### config.mk
export PLATFORM = sky130hd
export DESIGN_NAME = ln_engine_arbiter
export DESIGN_NICKNAME = d
export VERILOG_FILES = /design/src/rtl/ln_engine_arbiter.sv
export SDC_FILE = /design/constraint.sdc
export NUM_CORES = 1
export LEC_CHECK = 0
export CAP_MARGIN = 20
export CORE_MARGIN = 2
export CORE_UTILIZATION = 25
export CTS_BUF_LIST = sky130_fd_sc_hd__clkbuf_8
export DETAILED_ROUTE_END_ITERATION = 8
export PLACE_DENSITY = 0.64
export SLEW_MARGIN = 15
export SYNTH_ARGS = -nofsm -noshare
export SYNTH_HDL_FRONTEND = slang
export SYNTH_SLANG_ARGS = --single-unit
### constraint.sdc
create_clock -name clk -period 4.3 [get_ports clk]
set_input_delay 1.29 -clock clk [delete_from_list [all_inputs] [get_ports clk]]
set_output_delay 1.29 -clock clk [all_outputs]
set_load 0.01 [all_outputs]
### src/rtl/ln_engine_arbiter.sv
// rtl/ln_engine_arbiter.sv - round-robin arbiter sharing one ln(1+x) engine among NREQ requesters
// Owns the engine start line; one operation in flight, watchdog-bounded.
module ln_engine_arbiter #(
  parameter int NREQ    = 4,
  parameter int TIMEOUT = 4096
) (
  input  logic                 clk,
  input  logic                 reset_n,
  input  logic [NREQ-1:0]      req,
  input  logic [32*NREQ-1:0]   req_x,
  output logic [NREQ-1:0]      rsp_valid,
  output logic [31:0]          rsp_ln,
  output logic                 rsp_err,
  output logic                 rsp_timeout,
  output logic [15:0]          rsp_cycles,
  output logic [31:0]          eng_x,
  output logic                 eng_start,
  input  logic [1:0]           eng_status,
  input  logic [31:0]          eng_ln,
  output logic                 busy,
  output logic [2:0]           grant_id
);

  typedef enum logic [2:0] {S_IDLE, S_START, S_WAIT1, S_WAIT2, S_RESP, S_GAP} state_t;

  localparam logic [15:0] TIMEOUT_C = 16'(TIMEOUT);

  state_t            state_q, state_d;
  logic [NREQ-1:0]   rsp_valid_q, rsp_valid_d;
  logic [31:0]       rsp_ln_q, rsp_ln_d;
  logic              rsp_err_q, rsp_err_d;
  logic              rsp_timeout_q, rsp_timeout_d;
  logic [15:0]       rsp_cycles_q, rsp_cycles_d;
  logic [31:0]       eng_x_q, eng_x_d;
  logic              eng_start_q, eng_start_d;
  logic              busy_q, busy_d;
  logic [2:0]        grant_id_q, grant_id_d;
  logic [2:0]        rr_q, rr_d;
  logic [15:0]       cnt_q, cnt_d;

  logic [15:0]       cnt_inc;
  logic [2:0]        pick;
  logic              pick_ok;
  logic [3:0]        scan;
  logic [31:0]       pick_x;
  logic [NREQ-1:0]   grant_onehot;
  logic              expire;

  // Scan from rr upward; iterating offsets high-to-low lets the nearest requester win.
  always_comb begin
    pick    = '0;
    pick_ok = 1'b0;
    scan    = '0;
    for (int k = NREQ - 1; k >= 0; k--) begin
      scan = {1'b0, rr_q} + 4'(k);
      if (scan >= 4'(NREQ)) begin
        scan = scan - 4'(NREQ);
      end
      for (int i = 0; i < NREQ; i++) begin
        if (scan[2:0] == 3'(i) && req[i]) begin
          pick    = 3'(i);
          pick_ok = 1'b1;
        end
      end
    end
  end

  always_comb begin
    pick_x       = '0;
    grant_onehot = '0;
    for (int i = 0; i < NREQ; i++) begin
      if (pick == 3'(i)) begin
        pick_x = req_x[32*i +: 32];
      end
      grant_onehot[i] = (grant_id_q == 3'(i));
    end
  end

  assign cnt_inc = (cnt_q == 16'hFFFF) ? cnt_q : cnt_q + 16'd1;

  always_comb begin
    state_d       = state_q;
    rsp_valid_d   = '0;
    rsp_ln_d      = rsp_ln_q;
    rsp_err_d     = rsp_err_q;
    rsp_timeout_d = rsp_timeout_q;
    rsp_cycles_d  = rsp_cycles_q;
    eng_x_d       = eng_x_q;
    eng_start_d   = eng_start_q;
    grant_id_d    = grant_id_q;
    rr_d          = rr_q;
    cnt_d         = cnt_q;
    expire        = 1'b0;

    case (state_q)
      S_IDLE: begin
        if (eng_status[1] && pick_ok) begin
          grant_id_d = pick;
          eng_x_d    = pick_x;
          cnt_d      = '0;
          state_d    = S_START;
        end
      end
      S_START: begin
        eng_start_d = 1'b1;
        state_d     = S_WAIT1;
      end
      S_WAIT1: begin
        cnt_d = cnt_inc;
        if (cnt_inc >= TIMEOUT_C) begin
          expire = 1'b1;
        end else if (!eng_status[1]) begin
          eng_start_d = 1'b0;
          state_d     = S_WAIT2;
        end
      end
      S_WAIT2: begin
        cnt_d = cnt_inc;
        if (eng_status[1]) begin
          rsp_ln_d      = eng_ln;
          rsp_err_d     = eng_status[0];
          rsp_timeout_d = 1'b0;
          rsp_cycles_d  = cnt_inc;
          rsp_valid_d   = grant_onehot;
          state_d       = S_RESP;
        end else if (cnt_inc >= TIMEOUT_C) begin
          expire = 1'b1;
        end
      end
      S_RESP: begin
        rr_d    = (grant_id_q == 3'(NREQ - 1)) ? 3'd0 : grant_id_q + 3'd1;
        state_d = S_GAP;
      end
      S_GAP: begin
        state_d = S_IDLE;
      end
      default: begin
        state_d = S_IDLE;
      end
    endcase

    // Abandon the engine; a late finish is drained by IDLE waiting for done.
    if (expire) begin
      eng_start_d   = 1'b0;
      rsp_ln_d      = '0;
      rsp_err_d     = 1'b1;
      rsp_timeout_d = 1'b1;
      rsp_cycles_d  = TIMEOUT_C;
      rsp_valid_d   = grant_onehot;
      state_d       = S_RESP;
    end

    busy_d = (state_d != S_IDLE);
  end

  always_ff @(posedge clk) begin
    if (!reset_n) begin
      state_q       <= S_IDLE;
      rsp_valid_q   <= '0;
      rsp_ln_q      <= '0;
      rsp_err_q     <= 1'b0;
      rsp_timeout_q <= 1'b0;
      rsp_cycles_q  <= '0;
      eng_x_q       <= '0;
      eng_start_q   <= 1'b0;
      busy_q        <= 1'b0;
      grant_id_q    <= '0;
      rr_q          <= '0;
      cnt_q         <= '0;
    end else begin
      state_q       <= state_d;
      rsp_valid_q   <= rsp_valid_d;
      rsp_ln_q      <= rsp_ln_d;
      rsp_err_q     <= rsp_err_d;
      rsp_timeout_q <= rsp_timeout_d;
      rsp_cycles_q  <= rsp_cycles_d;
      eng_x_q       <= eng_x_d;
      eng_start_q   <= eng_start_d;
      busy_q        <= busy_d;
      grant_id_q    <= grant_id_d;
      rr_q          <= rr_d;
      cnt_q         <= cnt_d;
    end
  end

  assign rsp_valid   = rsp_valid_q;
  assign rsp_ln      = rsp_ln_q;
  assign rsp_err     = rsp_err_q;
  assign rsp_timeout = rsp_timeout_q;
  assign rsp_cycles  = rsp_cycles_q;
  assign eng_x       = eng_x_q;
  assign eng_start   = eng_start_q;
  assign busy        = busy_q;
  assign grant_id    = grant_id_q;

endmodule

-- Yosys cells after proc, flatten, opt, wreduce, memory -nomap -nowiden
Cells that the tools add are included.
- output and inout port bits: 91
- memories kept: 0
- ROM bits: 0
- register bits: 113
- RAM bits: 0
- logic and storage cells: 157
- latch bits: 0
- mux-type cells: 67
- shift-type cells: 0
- $mul: 0
- magnitude comparators: 5
- add/subtract/negate cells: 9
- div/mod/pow operators: 0
- reduce and logical (&&, ||, !) cells: 36
- equality and inequality tests: 26
- bitwise operators: 1
- operators with widths (cell ; count):
    $mux 32 ; 4
    $mux 3 ; 24
    $eq 3x2->1 const B ; 14
    $mux 13 ; 3
    $mux 16 ; 2
    $pmux 16 s2 ; 1
    $mux 1 ; 27
    $eq 3x1->1 const B ; 7
    $logic_not 3->1 ; 7
    $logic_and 1x1->1 ; 17
    $add 16x1->16 const B ; 1
    $eq 16x16->1 const B ; 1
    $ge 16x13->1 const B ; 1
    $pmux 3 s5 ; 1
    $ge 4x3->1 const B ; 3
    $mux 4 ; 3
    $sub 3x3->3 const B ; 4
    $add 3x2->4 const B ; 2
    $reduce_and 2->1 ; 4
    $reduce_bool 2->1 ; 4
    $ne 2x2->1 const B ; 3
    $add 3x1->4 const B ; 1
    $pmux 1 s2 ; 2
    $reduce_or 2->1 ; 2
    6 further kinds ; 6

-- Logic depth before layout (Yosys ltp)
- word-level depth: 26
- depth in mapped cells: 11
- gate-level depth less buffers: 7

-- Worst setup path before layout
No wires, ideal clock.
- path type: input-to-reg
- from: in req[2]
- to: reg eng_x_q[10] (netlist: eng_x[10])
- arrival time: 2820 ps
- required time: 4176 ps
- library setup time: 124 ps
- cell stages on the path: 8
- setup slack: 1355 ps
- cells stage by stage: buf_2 > mux2i_1 > nor2_1 > a211oi_1 > nor2_1 > clkbuf_1 > a221oi_1 > a21oi_1
- cells in the longest elaborated chain, start to end: 20
- elaborated cells on any way between the ends: 42
- RTL lines (what ; line ; RTL):
    start: declaration ; 9 ; input logic [NREQ-1:0] req,
    $logic_and 1x1->1 ; 60 ; if (scan[2:0] == 3'(i) && req[i]) begin
    $mux 3 (14 in a row) ; 60 ;
    $logic_not 3->1 ; 72 ; if (pick == 3'(i)) begin
    $mux 32 (4 in a row) ; 72 ;
    end signal: assignment ; 177 ; eng_x_q <= eng_x_d;
    end: declaration ; 34 ; logic [31:0] eng_x_q, eng_x_d;
Parallel ways exist; a longest one is shown, timed or not.
A chain may end at the register's enable or synchronous reset.

-- Worst setup path after layout
- from: in req[2]
- to: reg eng_x_q[1] (netlist: eng_x[1])
Same word-level chain as after synthesis.

==> run metrics <==
status finished clean; initial antenna violation count 2; Yosys top cell area share 0.404; RePlAce Congestion around 0.8; Seq cells post-synth 111; Critical Path RT around 4.6 ns; peak supply drop 105 uV; TNS Setup 0 ns; PwrDens 264 mW/mm^2; Die X about 150 um; Max Cap Viol 0; crit path cell chain clkdlybuf4s50_1 -> nand2b_1 -> a21oi_1 -> a211o_1 -> nand2b_1 -> o221ai_1 -> o21ai_0; clk slew on worst S/H paths between 0.1 and 0.15 ns; die height between 150 and 200 um; Layout Cells excl Fill 1201; vias in the first global route ~6000; Post-Syn Nets ~860; detailed-route via count around 6100; CP arrival approximately 3.4 ns; min-delay src rsp_cycles[0]; ys async rst share 0; first-pass GRT wire length roughly 33000 um; # port buffers about 260; total track usage 0.174; crit share post-route 0.729; worst-case hold slack approximately 0.47 ns; area of the multi-input gates ~0.0030 mm^2; initial core utilization 0.254; Final Hold Fails 0; RSZ-0062 raised after global routing no; post-route setup slack about 1.2 ns; hold endpoint rsp_cycles[0]; vias per inst 5.05; hold_buf cts 0; mapped cell area roughly 0.0055 mm^2; Post-route DRC 0; placed insts around 1200; largest cells by area after synthesis dfxtp_1 (40%), o211ai_1 (7.6%), a21oi_1 (7.1%); Hold Path Cell Cnt 2; register area 0.00222 mm^2; Post-synth EDFFs 0; reg2reg path depth 8; Post-Syn Instances 691; worst-path fanout max 11; largest net degree at the start of global routing 52; core area about 0.022 mm^2; Post-DP Area about 0.0084 mm^2; max-slew violations 0; Ports roughly 260; Crit path top cell by count nand2b_1; worst slew pin tran between 0.7 and 0.8 ns; CTS tree built; total gr overflow 0; Worst Hold Class reg2reg; Synth Flop Type dfxtp_1; Reg2Reg Launch Point cnt_q[0]; Total Wirelength 20700 um; Fillers between 2000 and 2500; Static Leakage roughly 2.9 nW; layout cell share with drive strength beyond 1 0.0577; relative slew slack 0.484; pre-CTS setup slack around 0.76 ns; Critical Path Max Stage Delay ~0.65 ns; Final Critical Period ~3.1 ns; worst setup path startpoint req[2]; HPWL Detailed 15000 um; die area 0.0232 mm^2; fmax about 0.32 GHz; Yosys cell types 51; warnings from Yosys 0; post-cts gate resize count 0; Final Instance Area between 0.008 and 0.009 mm^2; clk_skew approximately 0.025 ns; slowest CP cell clkdlybuf4s50_1; CTS Sinks 111; Total Nets Final around 1100; Clock Path Buffers 2; H-tree Lvls 3; crit path launch type input pin; Setup Buffers After CTS 0; sequential-to-total area share from yosys stat 0.404; FF-to-FF End rsp_cycles[7]; First DRT Iteration DRCs 286; leading area contributor after synthesis dfxtp_1; Reg2Reg Setup Slack around 1.3 ns; crit path capture type flip-flop; wire length per cell approximately 17 um; drt first pass iters 5; num rows between 50 and 60; crit path kind in2reg; Root Buffer Master clkbuf_8; total CTS buffers 9; later-pin clock latency in the skew report a little under 0.4 ns; ANT nets after route 0; syn_area_per_cell 7.97 um^2; Area Growth Syn to Fin 55.5%; # setup viols final 0
==> power by group <==
| group | switching [mW] | total [mW] | internal, mW |
|---|---|---|---|
| logic | 0.250 | 0.551 | 0.301 |
| clock network | 0.387 | 0.600 | 0.214 |
| registers | 0.0346 | 1.11 | 1.08 |
==> metrics by stage <==
| stage | total power, mW | utilization |
|---|---|---|
| after CTS | 2.30 | 0.394 |
| after floorplan | 1.35 | - |
| after global placement | 1.68 | 0.386 |
| final | 2.26 | 0.395 |
| after detailed placement | 1.68 | 0.386 |
| after global routing | 2.39 | 0.395 |
==> sequential cells by signal, summed over array words and instances, names as in the netlist <==
name and flops:
eng_x 32, rsp_ln 32, cnt_q 16, rsp_cycles 16, rsp_valid 4, state_q 3, grant_id 2, rr_q 2
busy 1, eng_start 1, rsp_err 1, rsp_timeout 1
==> cells in the final DEF, fill, tap and decap left out, types with 2 or more instances in the layout <==
master,netlist,final
o221ai_1,12,11
o221a_2,2,2
a21oi_1,78,78
nand2b_1,8,7
o21a_1,13,13
nand3_1,12,11
nand2_1,70,70
dfxtp_1,111,111
clkbuf_8,0,9
clkdlybuf4s50_1,0,257
inv_1,8,9
nor2b_1,6,6
buf_4,6,22
mux2i_1,5,5
nor4b_1,3,3
o21ai_0,56,56
and3_1,8,8
or3_1,21,21
nand4_1,4,4
a211oi_4,0,2
and2_1,7,7
clkinv_4,0,2
o211ai_1,56,56
and4_1,5,5
ha_1,5,5
a211oi_1,6,5
nor3_1,22,22
a31oi_1,6,6
o22ai_1,2,2
a221oi_1,22,22
a22oi_1,2,2
xnor2_1,3,3
a21o_1,2,2
diode_2,0,2
nor2_1,51,50
==> synthesized netlist by cell type, types with 2 or more instances <==
cell,number
a21oi_1,78
buf_4,6
a31oi_1,6
and3_1,8
o221a_2,2
o221ai_1,12
o211ai_1,56
nand2b_1,8
nand3_1,12
a211oi_1,6
nand4_1,4
and4_1,5
xnor2_1,3
o21ai_0,56
buf_1,4
buf_2,6
or3_1,21
and2_1,7
o21a_1,13
nor3_1,22
ha_1,5
nor4b_1,3
a21o_1,2
nor2b_1,6
nand2_1,70
nor2_1,51
inv_1,8
mux2i_1,5
dfxtp_1,111
clkbuf_1,51
a221oi_1,22
a22oi_1,2
o22ai_1,2
==> worst max-delay path by stage <==
stage,to,slack (ns),cells past startpoint
final,eng_x[1],1.17,7
after global routing,eng_x[1],0.94,9
after CTS,eng_x[1],1.20,7
after detailed placement,eng_x[11],0.76,7
after global placement,eng_x[26],0.80,8
after floorplan,eng_x[10],1.36,8
==> metal layers <==
metal,global-route usage,vias up,wire (um)
li1,-,2994,-
met1,0.216,2810,8770
met2,0.285,246,9760
met3,0.0512,19,1750
met4,0.0632,0,377
met5,0,-,0
==> final cells by class <==
| type | instances | area share |
|---|---|---|
| well taps | 280 | 0.0409 |
| repair buffers | 280 | 0.322 |
| multi-input cells | 504 | 0.353 |
| inverters | 9 | 0.00395 |
| clock buffers | 9 | 0.0145 |
| flip-flops and latches | 111 | 0.260 |
| clock inverters | 6 | 0.00541 |
| diodes | 2 | 0.000585 |
==> worst max-delay path, delay by kind of cell <==
family,cells,cell delay [ns]
AND/OR/NAND/NOR,2,0.43
buffers and inverters,1,0.65
AO/OA/AOI/OAI,4,1.04
==> cell families after synthesis <==
kind of cell    share of synthesized area
flops                               0.404
other cells                      0.000681
simple gates                        0.193
compound gates                      0.319
xor+xnor                          0.00477
fa+ha+maj                          0.0114
buf+inv                            0.0573
mux                                0.0111
Power figures use the tool's default switching activity.
